File: src/rtl/dmem_arb_pkg.sv
// Shared types and widths for the data-memory arbiter.
package dmem_arb_pkg;

  localparam int MASK_W   = 4;
  localparam int STARVE_W = 4;

  typedef enum logic [1:0] {
    OWN_NONE = 2'd0,
    OWN_CORE = 2'd1,
    OWN_EXT  = 2'd2
  } owner_e;

endpackage

File: src/rtl/dmem_arb_sel.sv
// Combinational grant decision for the data-memory arbiter.
// DMEM_ARB_RR_EN selects strict alternation; otherwise fixed core priority with a starvation limit.
module dmem_arb_sel
  import dmem_arb_pkg::*;
`ifndef DMEM_ARB_RR_EN
#(
  parameter int STARVE_LIMIT = 4
)
`endif
(
  input  logic                core_req,
  input  logic                ext_req,
`ifdef DMEM_ARB_RR_EN
  input  logic [1:0]          owner_q,
`else
  input  logic [STARVE_W-1:0] starve_q,
`endif
  output logic                core_gnt,
  output logic                ext_gnt
);

  always_comb begin
    core_gnt = 1'b0;
    ext_gnt  = 1'b0;
    if (core_req && ext_req) begin
`ifdef DMEM_ARB_RR_EN
      // Alternate against the last grantee; no history means the core goes first.
      if (owner_q == OWN_CORE) begin
        ext_gnt = 1'b1;
      end else begin
        core_gnt = 1'b1;
      end
`else
      if (starve_q == STARVE_W'(STARVE_LIMIT)) begin
        ext_gnt = 1'b1;
      end else begin
        core_gnt = 1'b1;
      end
`endif
    end else begin
      core_gnt = core_req;
      ext_gnt  = ext_req;
    end
  end

endmodule

File: src/rtl/dmem_arbiter.sv
// Arbitrates the single data memory between the core LSU port and an external requester.
// Build option: DMEM_ARB_RR_EN switches contested cycles to strict round-robin.
module dmem_arbiter
  import dmem_arb_pkg::*;
#(
  parameter int DW           = 32,
  parameter int AW           = 32,
  parameter int STARVE_LIMIT = 4
) (
  input  logic              clk_i,
  input  logic              rst_i,
  input  logic              core_req_i,
  input  logic              core_we_i,
  input  logic [MASK_W-1:0] core_mask_i,
  input  logic [AW-1:0]     core_addr_i,
  input  logic [DW-1:0]     core_wdata_i,
  output logic [DW-1:0]     core_rdata_o,
  output logic              core_stall_o,
  input  logic              ext_req_i,
  input  logic              ext_we_i,
  input  logic [MASK_W-1:0] ext_mask_i,
  input  logic [AW-1:0]     ext_addr_i,
  input  logic [DW-1:0]     ext_wdata_i,
  output logic              ext_gnt_o,
  output logic [DW-1:0]     ext_rdata_o,
  output logic              ext_rvalid_o,
  output logic              mem_we_o,
  output logic [MASK_W-1:0] mem_mask_o,
  output logic [AW-1:0]     mem_addr_o,
  output logic [DW-1:0]     mem_wdata_o,
  input  logic [DW-1:0]     mem_rdata_i
);

  if (STARVE_LIMIT < 1 || STARVE_LIMIT > 15) begin : g_bad_limit
    $error("dmem_arbiter: STARVE_LIMIT must be within 1..15");
  end

  logic   core_req;
  logic   ext_req;
  logic   core_gnt;
  logic   ext_gnt;
  owner_e owner_q;
  owner_e owner_d;
  logic   ext_we_p1;
  logic [DW-1:0] ext_rdata_p1;

  // Requests are masked during reset so every combinational output sits idle.
  assign core_req = core_req_i & ~rst_i;
  assign ext_req  = ext_req_i & ~rst_i;

`ifdef DMEM_ARB_RR_EN
  dmem_arb_sel u_sel (
    .core_req (core_req),
    .ext_req  (ext_req),
    .owner_q  (owner_q),
    .core_gnt (core_gnt),
    .ext_gnt  (ext_gnt)
  );
`else
  logic [STARVE_W-1:0] starve_q;
  logic [STARVE_W-1:0] starve_d;

  dmem_arb_sel #(
    .STARVE_LIMIT (STARVE_LIMIT)
  ) u_sel (
    .core_req (core_req),
    .ext_req  (ext_req),
    .starve_q (starve_q),
    .core_gnt (core_gnt),
    .ext_gnt  (ext_gnt)
  );

  // With ext still requesting and not granted, the core must have won a contested cycle.
  always_comb begin
    starve_d = starve_q;
    if (!ext_req || ext_gnt) begin
      starve_d = '0;
    end else if (core_gnt && starve_q != STARVE_W'(STARVE_LIMIT)) begin
      starve_d = starve_q + 1'b1;
    end
  end

  always_ff @(posedge clk_i or posedge rst_i) begin
    if (rst_i) begin
      starve_q <= '0;
    end else begin
      starve_q <= starve_d;
    end
  end
`endif

  always_comb begin
    owner_d = OWN_NONE;
    if (core_gnt) begin
      owner_d = OWN_CORE;
    end else if (ext_gnt) begin
      owner_d = OWN_EXT;
    end
  end

  always_comb begin
    mem_we_o    = 1'b0;
    mem_mask_o  = '0;
    mem_addr_o  = '0;
    mem_wdata_o = '0;
    if (core_gnt) begin
      mem_we_o    = core_we_i;
      mem_mask_o  = core_mask_i;
      mem_addr_o  = core_addr_i;
      mem_wdata_o = core_wdata_i;
    end else if (ext_gnt) begin
      mem_we_o    = ext_we_i;
      mem_mask_o  = ext_mask_i;
      mem_addr_o  = ext_addr_i;
      mem_wdata_o = ext_wdata_i;
    end
  end

  assign core_rdata_o = core_gnt ? mem_rdata_i : '0;
  assign core_stall_o = core_req & ~core_gnt;
  assign ext_gnt_o    = ext_gnt;

  // Stage p1: grant owner and captured ext read data, one cycle after the grant.
  always_ff @(posedge clk_i or posedge rst_i) begin
    if (rst_i) begin
      owner_q      <= OWN_NONE;
      ext_we_p1    <= 1'b0;
      ext_rdata_p1 <= '0;
    end else begin
      owner_q <= owner_d;
      if (ext_gnt) begin
        ext_we_p1 <= ext_we_i;
      end
      if (ext_gnt && !ext_we_i) begin
        ext_rdata_p1 <= mem_rdata_i;
      end
    end
  end

  // A read completes exactly when the previous cycle's grantee was ext doing a read.
  assign ext_rvalid_o = (owner_q == OWN_EXT) & ~ext_we_p1;
  assign ext_rdata_o  = ext_rdata_p1;

endmodule

File: config.mk
export PLATFORM = sky130hd
export DESIGN_NAME = dmem_arbiter
export DESIGN_NICKNAME = d
export VERILOG_FILES = /design/src/rtl/dmem_arb_pkg.sv /design/src/rtl/dmem_arb_sel.sv /design/src/rtl/dmem_arbiter.sv
export SDC_FILE = /design/constraint.sdc
export NUM_CORES = 1
export LEC_CHECK = 0
export ABC_AREA = 0
export CAP_MARGIN = 5
export CORE_AREA = 2 2 120 122
export CTS_BUF_LIST = sky130_fd_sc_hd__clkbuf_4
export DETAILED_ROUTE_END_ITERATION = 12
export DIE_AREA = 0 0 122 124
export PLACE_DENSITY = 0.6
export SYNTH_ARGS = -nofsm -noshare
export SYNTH_HDL_FRONTEND = slang
export SYNTH_SLANG_ARGS = --single-unit
File: constraint.sdc
create_clock -name clk_i -period 3.8 [get_ports clk_i]
set_input_delay 0.76 -clock clk_i [delete_from_list [all_inputs] [get_ports clk_i]]
set_output_delay 0.76 -clock clk_i [all_outputs]
set_load 0.02 [all_outputs]
# [Word-level counts from Yosys, hierarchy flattened]
# Index checks and enable logic that the tools add are counted.
[totals] out_inout_bits=136 word_cells=39 in_bits=174 ff_bits=39
[classes] muxes=17 n_reduce_logical=7 bitwise=7 n_addsub=1 n_eq_ne=3
[ops] operator="32-bit 2-to-1 mux" count=5
[ops] operator="4-bit 2-to-1 mux" count=4
[ops] operator="1-bit 2-to-1 mux" count=6
[ops] operator="4-bit by 1-bit adder with 4-bit output (second input constant)" count=1
[ops] operator="1-bit AND" count=4
[ops] operator="4-bit by 3-bit equality test with 1-bit output (second input constant)" count=1
[ops] operator="2-bit 2-to-1 mux" count=2
[ops] operator="4-bit by 3-bit != test with 1-bit output (second input constant)" count=1
[ops] operator="1-bit logical AND" count=3
[ops] operator="1-bit NOT" count=3
[ops] operator="2-bit equality test (second input constant)" count=1
[ops] operator="1-bit zero test" count=2
[ops] operator="2-bit nonzero test" count=1
[ops] operator="1-bit logical OR" count=1

# [Depth between registers and ports, before layout]
[logic_depth] depth_word=7 depth_mapped=7 depth_no_buf=5

# [Cells and area by module]
# Synthesis repeated with hierarchy kept, for this count alone.
[hier_totals] hier_cells=304 hier_area_um2=2522.4
[modules_own_cells] module="dmem_arbiter" seq_area_each_um2=975.9 area_per_inst_um2=2496.1 n_inst=1 cells_each=300
[modules_own_cells] module="dmem_arb_sel" seq_area_each_um2=0.0 area_per_inst_um2=26.3 n_inst=1 cells_each=4

# [Worst setup path before layout]
# No wires, ideal clock.
[synth_timing] path_kind="input-to-output" startpoint="in rst_i" endpoint="out core_stall_o" required_ns=3.040 path_buffers=0 stages=3 path_slack_ns=0.908 t_arrival_ns=2.132 cell_sequence="inv_1 nand3_1 nor2_1"
[synth_via] elab_chain_len=6 elab_cells_between_ends=7 classes_between="1 x mux; 5 x bitwise; 1 x reduce/logical"
[synth_rtl] element="start, declared" line="dmem_arbiter.sv:11" rtl="input logic rst_i,"
[synth_rtl] element="1-bit NOT (*)" line="dmem_arbiter.sv:48, dmem_arbiter.sv:49"
[synth_rtl] element="1-bit AND (on tied branches)" line="dmem_arbiter.sv:48, dmem_arbiter.sv:49"
[synth_rtl] element="1-bit logical AND" line="dmem_arb_sel.sv:25" rtl="if (core_req && ext_req) begin"
[synth_rtl] element="1-bit 2-to-1 mux" line="dmem_arb_sel.sv:25"
[synth_rtl] element="1-bit NOT" line="dmem_arbiter.sv:120" rtl="assign core_stall_o = core_req & ~core_gnt;"
[synth_rtl] element="1-bit AND (*)" line="dmem_arbiter.sv:120"
[synth_rtl] element="end, declared" line="dmem_arbiter.sv:18" rtl="output logic core_stall_o,"
# Every way passes the cells marked *; elsewhere a longest branch is shown, timed or not.

# [Worst setup path in the final report]
[layout_timing] startpoint="in ext_req_i" endpoint="out mem_wdata_o[3]"
[layout_via] elab_chain_len=5 elab_cells_between_ends=6 classes_between="4 x mux; 1 x bitwise; 1 x reduce/logical"
[layout_rtl] element="start, declared" line="dmem_arbiter.sv:19" rtl="input logic ext_req_i,"
[layout_rtl] element="1-bit AND (*)" line="dmem_arbiter.sv:49" rtl="assign ext_req = ext_req_i & ~rst_i;"
[layout_rtl] element="1-bit logical AND" line="dmem_arb_sel.sv:25"
[layout_rtl] element="1-bit 2-to-1 mux" line="dmem_arb_sel.sv:25"
[layout_rtl] element="32-bit 2-to-1 mux" line="dmem_arbiter.sv:111" rtl="end else if (ext_gnt) begin"
[layout_rtl] element="32-bit 2-to-1 mux (*)" line="dmem_arbiter.sv:106" rtl="if (core_gnt) begin"
[layout_rtl] element="end, declared" line="dmem_arbiter.sv:30" rtl="output logic [DW-1:0] mem_wdata_o,"
# Marks and branches as above.

==> impl_metrics.py <==
metrics = {
    "sta": {
        "min_period_over_period_pct": 93.13,
        "skew_ps": 14.34,
        "finalWorstPathRequiredPeriod_ps": 3539,
        "setup-violations-final": 0,
        "finalSetupTns_ps": 0,
        "holdWs_ps": 503.7,
        "final_hold_viol_count": 0,
        "slew_viol_final": 0,
        "fmax_ghz": 0.2826,
        "rsz0062_at_grt": "false",
        "worstMarginPinSlew_ps": 509.6,
        "max-slew-margin-rel_pct": 66.03,
    },
    "clock_tree": {
        "path_clk_slew_ps": 120,
        "root_buffer": "clkbuf_4",
        "cts_sinks": 39,
        "post-cts-setup-buffers": 0,
        "clkLatencyLatePin_ps": 340,
        "htree_levels": 2,
        "cts_resized": 0,
        "numCtsBuffers": 5,
        "hold_buffers": 0,
        "cts_tree": "yes",
        "clock_path_buffers": 2,
    },
    "route": {
        "drt_wl_total_um": 13760,
        "drt_iter0_drc": 171,
        "post-route-drc-count": 0,
        "avgViaCountPerCell": 4.428,
        "drtPass1Iterations": 4,
        "vias": 3113,
        "routedWlPerCell_um": 19.58,
        "ant_nets": 0,
    },
    "floorplanning": {
        "rows": 43,
        "die_x_um": 122,
        "core_sq_um": 13720,
        "fp.dieH_um": 124,
        "start_util_pct": 17.88,
        "io_pins": 310,
        "dieArea_sq_um": 15130,
    },
    "global_routing": {
        "grt.overflow.total": 0,
        "grt_pass1_wl_um": 19350,
        "grt_max_degree": 77,
        "gr-usage-met2_pct": 28.70,
        "track_usage_pct": 16.96,
        "use_met1_pct": 20.47,
        "first_global_vias": 3199,
        "grt.busiest_layer": "met2",
        "antenna_found_initial": 3,
        "met3_usage_pct": 6.273,
    },
    "critical_path": {
        "end_kind": "output port",
        "arrival_ps": 2780,
        "reg2reg_from": "starve_q[0]",
        "max_stage_delay_ps": 620,
        "start_kind": "primary input",
        "slowest_stage": "clkdlybuf4s50_1",
        "required_ps": 3040,
        "r2r-end": "ext_rdata_o[0]",
        "cp_cell_sequence": "clkdlybuf4s50_1 -> nand2b_1 -> a21oi_4 -> buf_4 -> a22o_1 -> clkdlybuf4s50_1",
        "reg2reg_depth": 6,
        "worstSetupPathType": "in -> out",
        "crit_fanout": 29,
        "ff2ff_setup_slack_ps": 1800,
        "cpMostUsedCell": "clkdlybuf4s50_1",
    },
    "hold_path": {
        "whs_endpoint": "ext_rdata_o[25]",
        "hold_depth": 1,
        "hold_path.class": "reg -> reg",
        "min_from": "ext_rdata_o[25]",
    },
    "logic_synthesis": {
        "synth_top_area_share_pct": 39.80,
        "netlist_area_sq_um": 2452,
        "synth_seq_cells": 39,
        "synthTopCellsByArea": "dfrtp_1 (40%), a22o_1 (25%), mux2_2 (14%)",
        "synth_fp_nets": 394,
        "seq_area_frac_synth_pct": 39.80,
        "postSynthAreaPerCell_sq_um": 11.25,
        "synth_largest_area_cell": "dfrtp_1",
        "synthDistinctLibCells": 23,
        "syn_inst": 218,
        "ys_warn_count": 0,
    },
    "power_and_ir_drop": {
        "irDropWorstVdd_uv": 209.9,
        "leakagePower_uw": 0.002290,
        "total_power_uw": 1589,
        "cellPowerDensity_nw_per_um2": 273.3,
    },
    "status": {
        "run_status": "completed",
    },
    "placed_design": {
        "globalplace.congestion": 0.8975,
        "port_buffers": 309,
        "place_hpwl_um": 11220,
    },
    "final_layout": {
        "final_common_cell": "clkdlybuf4s50_1",
        "syn_to_final_growth_pct": 137.0,
        "nNetsFinal": 697,
        "drive_gt1_share_pct": 10.73,
        "mostFrequentLayoutCells": "clkdlybuf4s50_1 (303), a22o_1 (69), dfrtp_1 (39), and2_1 (32), mux2_2 (30)",
    },
    "flow_run": {
        "maxCapViolations": 0,
    },
}
## synthesized netlist by cell type
cell,n
and2_1,32
and3b_1,1
buf_2,14
a21oi_1,2
a22o_1,69
clkbuf_1,4
inv_1,3
ha_1,2
xnor2_1,1
a21oi_2,1
nand3b_4,1
nand3_1,2
a211oi_4,1
nand2b_1,2
nor2_1,1
nor3b_1,2
xor2_1,1
dfrtp_1,39
buf_6,3
mux2_1,3
mux2_2,30
nor3_1,3
nand2_1,1
## layout make-up
| class | instances | area, sq um |
|---|---|---|
| Clock inverter | 1 | 5.005 |
| Sequential cell | 39 | 975.9 |
| Timing Repair Buffer | 317 | 3176 |
| Fill cell | 1345 | 7906 |
| Clock buffer | 7 | 52.55 |
| Tap cell | 180 | 225.2 |
| Antenna cell | 1 | 2.502 |
| Inverter | 3 | 11.26 |
| Multi-Input combinational cell | 155 | 1365 |
## how the worst max path moves through the flow
stage / end / cells after the start / start
finish: mem_wdata_o[3] / 6 / ext_req_i
global placement: mem_wdata_o[6] / 6 / ext_req_i
detailed placement: mem_wdata_o[3] / 6 / ext_req_i
floorplan: core_stall_o / 3 / rst_i
global route: mem_wdata_o[21] / 6 / ext_req_i
CTS: mem_wdata_o[3] / 6 / ext_req_i
## metrics by stage
stage                     util (%)  cell area (sq um)  std cells  setup WS, ps
after floorplan                  -               2452        218         908.4
after global placement       41.93               5753        694         298.9
after detailed placement     41.93               5753        694         281.8
after global routing         42.35               5811        702         168.6
final                        42.37               5813        703         261.2
after CTS                    42.35               5811        702         271.4
## flip-flops by register name, summed over array words and instances (netlist names)
signal and count:
starve_q 4, ext_rdata_o 32, ext_we_p1 1, owner_q 2
## critical path, delay by kind of cell
family | cells | cell delay (ps)
AO/OA/AOI/OAI | 2 | 390
AND/OR/NAND/NOR | 1 | 130
buffers and inverters | 3 | 1490
## cells by family after synthesis
| group | share of synthesized area (%) |
|---|---|
| AND/OR/NAND/NOR | 11.79 |
| adder cells (fa/ha/maj) | 1.020 |
| flip-flops | 39.80 |
| multiplexers | 15.15 |
| XOR/XNOR | 0.7144 |
| AO/OA/AOI/OAI | 26.22 |
| buffers and inverters | 5.306 |
## layer usage
| metal | vias to the layer above | share of wire [%] |
|---|---|---|
| met5 | - | 0.25 |
| met2 | 181 | 47 |
| met4 | 6 | 1.5 |
| li1 | 1432 | - |
| met3 | 19 | 12 |
| met1 | 1475 | 40 |
## power breakdown
part / total [uW] / switching, uW / internal [uW]
logic: 836 / 358 / 478
registers: 534 / 41.0 / 493
clock network: 219 / 132 / 86.6
total: 1590 / 531 / 1060
No activity file was read; power rests on OpenSTA's default activity.
